[config.mk]
export PLATFORM = sky130hd
export DESIGN_NAME = mem_stage
export DESIGN_NICKNAME = d
export VERILOG_FILES = /design/src/rtl/mem_stage.sv
export SDC_FILE = /design/constraint.sdc
export NUM_CORES = 1
export LEC_CHECK = 0
export ABC_AREA = 1
export BUFFER_PORTS_ARGS = -buffer_cell sky130_fd_sc_hd__buf_4
export CORE_UTILIZATION = 35
export CTS_CLUSTER_SIZE = 20
export DETAILED_ROUTE_END_ITERATION = 12
export PLACE_DENSITY = 0.57
export RECOVER_POWER = 50
export SYNTH_ARGS = -nofsm -noshare
export SYNTH_HDL_FRONTEND = slang
export SYNTH_SLANG_ARGS = --single-unit
[constraint.sdc]
create_clock -name clk -period 12.1 [get_ports clk]
set_input_delay 1.815 -clock clk [delete_from_list [all_inputs] [get_ports clk]]
set_output_delay 1.815 -clock clk [all_outputs]
set_load 0.005 [all_outputs]
[src/rtl/mem_stage.sv]
// ---------------------------------------------------------------------------
// mem_stage -- MEM pipeline stage of the 5-stage MIPS core.
//
// Holds one instruction handed over by EXE. For loads it waits for the
// data-SRAM response, keeps that word if WB is stalled, aligns and extends it
// according to the load type, and produces per-byte register write enables
// so WB can merge partial words (LWL/LWR). Non-loads pass alu_result through
// in a single cycle.
//
// Ports:
//   clk                in   1   clock
//   reset              in   1   synchronous active-high reset
//   ws_allowin         in   1   WB can accept an instruction this cycle
//   ms_allowin         out  1   MEM can accept an instruction this cycle
//   es_to_ms_valid     in   1   EXE offers an instruction
//   es_to_ms_bus       in  74   {ld_type[73:71], res_from_mem[70], gr_we[69],
//                                dest[68:64], alu_result[63:32], pc[31:0]}
//   data_sram_data_ok  in   1   load data returned this cycle
//   data_sram_rdata    in  32   returned word, qualified by data_sram_data_ok
//   ms_to_ws_valid     out  1   MEM presents a completed instruction to WB
//   ms_to_ws_bus       out 74   {rf_we[73:70], gr_we[69], dest[68:64],
//                                final_result[63:32], pc[31:0]}
//   ms_to_ds_bus       out 42   {ms_blk[41], fwd_we[40:37], dest[36:32],
//                                result[31:0]} forward/stall info for ID
// ---------------------------------------------------------------------------
module mem_stage (
  input  logic        clk,
  input  logic        reset,
  input  logic        ws_allowin,
  output logic        ms_allowin,
  input  logic        es_to_ms_valid,
  input  logic [73:0] es_to_ms_bus,
  input  logic        data_sram_data_ok,
  input  logic [31:0] data_sram_rdata,
  output logic        ms_to_ws_valid,
  output logic [73:0] ms_to_ws_bus,
  output logic [41:0] ms_to_ds_bus
);

  localparam int ES_TO_MS_BUS_WD = 74;
  localparam int MS_TO_WS_BUS_WD = 74;
  localparam int MS_TO_DS_BUS_WD = 42;

  // Load type encodings carried in ld_type. Any other code behaves as LW.
  localparam logic [2:0] LD_LB  = 3'd1;
  localparam logic [2:0] LD_LBU = 3'd2;
  localparam logic [2:0] LD_LH  = 3'd3;
  localparam logic [2:0] LD_LHU = 3'd4;
  localparam logic [2:0] LD_LWL = 3'd5;
  localparam logic [2:0] LD_LWR = 3'd6;

  // -------------------------------------------------------------------------
  // Stage registers
  // -------------------------------------------------------------------------
  logic                       ms_valid_reg;
  logic [ES_TO_MS_BUS_WD-1:0] ms_bus_reg;
  logic                       data_ok_reg;
  logic [31:0]                rdata_reg;

  // Decoded fields of the held instruction.
  logic [2:0]  ld_type;
  logic        res_from_mem;
  logic        gr_we;
  logic [4:0]  dest;
  logic [31:0] alu_result;
  logic [31:0] pc;

  assign {ld_type, res_from_mem, gr_we, dest, alu_result, pc} = ms_bus_reg;

  // -------------------------------------------------------------------------
  // Handshake
  // -------------------------------------------------------------------------
  logic ms_ready_go;
  logic ms_leave;
  logic buf_set;

  // A load is ready once its word is either buffered or arriving right now.
  assign ms_ready_go    = !res_from_mem || data_ok_reg || data_sram_data_ok;
  assign ms_to_ws_valid = ms_valid_reg && ms_ready_go;
  assign ms_allowin     = !ms_valid_reg || (ms_ready_go && ws_allowin);
  assign ms_leave       = ms_to_ws_valid && ws_allowin;

  // Capture the returned word only when it cannot be handed to WB this
  // cycle; a response for a non-load, an empty stage or an already
  // buffered load is not ours and is dropped.
  assign buf_set = ms_valid_reg && res_from_mem && !data_ok_reg &&
                   data_sram_data_ok && !ws_allowin;

  always_ff @(posedge clk) begin
    if (reset) begin
      ms_valid_reg <= 1'b0;
    end else if (ms_allowin) begin
      ms_valid_reg <= es_to_ms_valid;
    end
  end

  // Payload register carries no reset: it is qualified by ms_valid_reg.
  always_ff @(posedge clk) begin
    if (es_to_ms_valid && ms_allowin) begin
      ms_bus_reg <= es_to_ms_bus;
    end
  end

  // Response buffer flag. Leaving the stage wins over capturing.
  always_ff @(posedge clk) begin
    if (reset) begin
      data_ok_reg <= 1'b0;
    end else if (ms_leave) begin
      data_ok_reg <= 1'b0;
    end else if (buf_set) begin
      data_ok_reg <= 1'b1;
    end
  end

  always_ff @(posedge clk) begin
    if (buf_set) begin
      rdata_reg <= data_sram_rdata;
    end
  end

  // -------------------------------------------------------------------------
  // Load alignment
  // -------------------------------------------------------------------------
  logic [31:0] ld_word;
  logic [1:0]  addr_lo;
  logic [7:0]  ld_byte [4];
  logic [7:0]  sel_byte;
  logic [15:0] sel_half;
  logic [31:0] load_result;
  logic [3:0]  load_mask;

  assign ld_word = data_ok_reg ? rdata_reg : data_sram_rdata;
  assign addr_lo = alu_result[1:0];

  // Byte lane gi of the returned word.
  generate
    for (genvar gi = 0; gi < 4; gi++) begin : g_lane
      assign ld_byte[gi] = ld_word[8*gi +: 8];
    end
  endgenerate

  always_comb begin
    sel_byte    = ld_byte[addr_lo];
    // Halfword select ignores addr_lo[0]; misalignment is trapped upstream.
    sel_half    = addr_lo[1] ? ld_word[31:16] : ld_word[15:0];
    load_result = ld_word;
    load_mask   = 4'b1111;
    case (ld_type)
      LD_LB:  load_result = {{24{sel_byte[7]}}, sel_byte};
      LD_LBU: load_result = {24'h0, sel_byte};
      LD_LH:  load_result = {{16{sel_half[15]}}, sel_half};
      LD_LHU: load_result = {16'h0, sel_half};
      // LWL fills the register from the top; low bytes keep their old value.
      LD_LWL: begin
        case (addr_lo)
          2'd0: begin
            load_result = {ld_word[7:0], 24'h0};
            load_mask   = 4'b1000;
          end
          2'd1: begin
            load_result = {ld_word[15:0], 16'h0};
            load_mask   = 4'b1100;
          end
          2'd2: begin
            load_result = {ld_word[23:0], 8'h0};
            load_mask   = 4'b1110;
          end
          default: begin
            load_result = ld_word;
            load_mask   = 4'b1111;
          end
        endcase
      end
      // LWR fills the register from the bottom; high bytes keep their value.
      LD_LWR: begin
        case (addr_lo)
          2'd0: begin
            load_result = ld_word;
            load_mask   = 4'b1111;
          end
          2'd1: begin
            load_result = {8'h0, ld_word[31:8]};
            load_mask   = 4'b0111;
          end
          2'd2: begin
            load_result = {16'h0, ld_word[31:16]};
            load_mask   = 4'b0011;
          end
          default: begin
            load_result = {24'h0, ld_word[31:24]};
            load_mask   = 4'b0001;
          end
        endcase
      end
      default: begin
        load_result = ld_word;
        load_mask   = 4'b1111;
      end
    endcase
  end

  // -------------------------------------------------------------------------
  // Outputs
  // -------------------------------------------------------------------------
  logic [31:0] final_result;
  logic [3:0]  rf_we;
  logic [3:0]  fwd_we;
  logic        ms_blk;

  assign final_result = res_from_mem ? load_result : alu_result;
  assign rf_we        = res_from_mem ? load_mask : 4'b1111;

  // Forwarded byte enables are gated by stage validity; the WB bus is not,
  // since WB qualifies with ms_to_ws_valid itself.
  generate
    for (genvar gi = 0; gi < 4; gi++) begin : g_fwd
      assign fwd_we[gi] = ms_valid_reg && gr_we && rf_we[gi];
    end
  endgenerate

  // A load still waiting for data has no value to forward: ID must stall.
  assign ms_blk = ms_valid_reg && res_from_mem && !ms_ready_go;

  assign ms_to_ws_bus = {rf_we, gr_we, dest, final_result, pc};
  assign ms_to_ds_bus = {ms_blk, fwd_we, dest, final_result};

endmodule

==> metrics.txt <==
Port Buffers=roughly 230; CTS Buf Count=9; Crit path buffers/inverters=3; Post-DP HPWL=approximately 14 mm; Final Slew Violations=34; Yosys warnings=0; failing checks=design-rule violations, max-capacitance violations, max-slew violations; Mean Syn Cell Area=approximately 8.1 µm²; Worst-Skew Late Latency=0.36 ns; register area share after synthesis=0.4955; H-tree depth=3; standard-cell row count=49; Antenna diodes=0; fill count=between 1.5k and 2k; Reg power frac=0.462; WL per Instance=16.96 µm; vias per std cell=4.946; top cell type's share of synthesized area=0.4893; CP Cell Sequence=clkbuf_4, nand2_1, nand2_1, inv_1, nand2_1, nand3b_4, nand2_1, nor2_1, a21oi_1, buf_4; area occupied by multi-input gates=2366 µm²; Clock Sinks=around 110; status=finished, violations left; P&R area growth vs syn=23.43%; PD cells=117.8 nW/µm²; Crit-path slowest cell=a21oi_1; die width=~140 µm; Final Hold Vio Count=0; grt ovf=0; initial antenna violation count=0; Crit Path Class=in2out; DR iter-0 viols=about 520; P_sw=~280 µW; top layer in use=met4; post-synthesis register bit count=between 100 and 150; Placer Congestion=0.9076; delay of the slowest cell on the worst path=0.32 ns; Final setup viols=0; largest net degree at the start of global routing=roughly 70; Least-Margin Pin Slew=between 1.5 and 2 ns; Hold Crit Class=reg2reg; layout cell share with drive strength beyond 1=0.2634; Critical Path AT=3.34 ns; Pleak=3.638 nW; Comb pwr share=0.222; DRT antenna net count=0; first-pass GRT wire length=~30 mm; Mapped Area=6505 µm²; Synth Net Count=915; Longest Clk Path Bufs=2; Placeable Area=between 15,000 and 20,000 µm²; DRC Markers=21; Critical Path RT=a little over 10 ns; RSZ-0062 raised after global routing=false; maximum vdd drop=0.0001184 V; Via Count=just under 6k; Die H=~140 µm; Post-CTS Hold Buffers=0; Tot GR Track Use=0.2108; Post-CTS Resized=0; Register Area=about 3200 µm²; DRT met1 WL=approximately 8.6 mm; vias in the first global route=about 5.6k; CTS tree=done; clk slew on worst S/H paths=around 0.080 ns; Final Critical Period=between 5 and 6 ns; post-synthesis cell count=804; Worst Skew=between 0.01 and 0.015 ns; Switching Share=0.2919; max frequency=slightly below 0.2 GHz; nets=about 1.1k; crit share post-route=0.4263; area leader, netlist=edfxtp_1; fin cells=around 1.2k; critical path endpoint category=output port; final WL=between 15 and 20 mm; Largest register FFs=74; Area contributors post-synth=edfxtp_1, nand2_1, nand3_1; met2 wire len=9.178 mm; I/O pin count=229; Initial DRT Pass Iterations=9; worst-path fanout max=16; Starting Density=0.3597; setup TNS after final layout=0 ns; dpl cells=1,162; Synth cell types=29; clock share of power=0.316; most frequent CP cell=nand2_1; P_int=between 600 and 700 µW; met3 routed WL=1.755 mm; headroom to the max-slew limit=-0.3133; Post-CTS Setup Bufs=0; CP top delay family=simple AND/OR/NAND/NOR gates; DIE AREA=19,140 µm²; CP Launch Type=input pin; Clock Tree Root=clkbuf_16; Max Cap Violations=1
layout by cell type (no fill, tap or decap), types with 4 or more instances in the layout:
cell type and n:
edfxtp_1 106, inv_1 37, nor2_4 4, clkbuf_1 23, nor2_1 81, nand2_1 257
clkbuf_4 108, clkbuf_16 9, o21ai_0 22, nand2_2 4, a21oi_1 26, buf_4 106
nand3_1 126, inv_2 7, o21ai_1 6
cell usage after synthesis:
cell type and n:
a211oi_1 1, a21oi_1 26, a31oi_1 3, and2_1 2, buf_1 2, buf_2 13, buf_4 82, buf_6 2
clkbuf_1 8, clkinv_1 1, dfxtp_1 2, edfxtp_1 106, inv_1 37, inv_2 7, inv_4 1, nand2_1 257
nand2_2 4, nand3_1 126, nand3_2 1, nand3b_4 1, nand4_1 1, nor2_1 81, nor2_2 3, nor2_4 4
nor3_1 2, o211ai_1 2, o21ai_0 22, o21ai_1 6, o21bai_1 1
power by group through the flow:
stage | combinational, mW | sequential (mW) | clock [mW]
floorplan | 0.128 | 0.446 | 0
global placement | 0.215 | 0.445 | 0
detailed placement | 0.216 | 0.445 | 0
CTS | 0.217 | 0.437 | 0.308
global route | 0.231 | 0.439 | 0.318
finish | 0.210 | 0.437 | 0.299
path summary, 6_finish.rpt:
path / startpoint / end / slack (ns) / cells past startpoint
worst max-delay path: data_sram_rdata[15] / ms_to_ws_bus[55] / 6.94 / 10
worst max register to register: data_ok_reg$_SDFFE_PP0P_ / rdata_reg[26]$_DFFE_PP_ / 9.06 / 4
worst min register to register: ms_valid_reg$_SDFFE_PP0N_ / data_ok_reg$_SDFFE_PP0P_ / 0.65 / 3
worst min-delay path: ms_valid_reg$_SDFFE_PP0N_ / data_ok_reg$_SDFFE_PP0P_ / 0.65 / 3
routing by layer:
metal,track usage,vias to the layer above
met5,0,-
met4,0.07274,0
met3,0.05334,31
met2,0.3428,290
met1,0.2725,2643
li1,-,2862
stage by stage:
stage	setup slack, ns	total power, mW	utilization	area [µm²]	hold slack, ns
finish	6.942	0.9458	0.4439	8029	0.6479
floorplan	6.363	0.5733	-	6505	0.5776
global route	6.752	0.9879	0.4439	8029	0.6746
global placement	6.998	0.6600	0.4332	7835	0.6222
detailed placement	6.977	0.6617	0.4332	7835	0.6168
CTS	6.969	0.9620	0.4492	8124	0.6405
kinds of logic (layout without fill, tap and decap cells):
kind of cell,Yosys count,after routing,share of synthesized area
AOI/OAI and AO/OA,61,61,0.04905
DFF,108,108,0.4955
buffers and inverters,153,298,0.1408
and+or+nand+nor,482,482,0.3147
layout make-up:
type	instances	share of cell area
flip-flops and latches	108	0.4014
repair buffers	236	0.2104
clock inverters	6	0.007480
multi-input cells	543	0.2947
inverters	46	0.02182
well taps	229	0.03569
clock buffers	10	0.02852
tightest hold or removal path, cell delays in order (launching register included):
cell and delay (ns):
dfxtp_1 0.38, nand2_1 0.07, inv_1 0.08, a211oi_1 0.07
No activity file was read; power rests on OpenSTA's default activity.
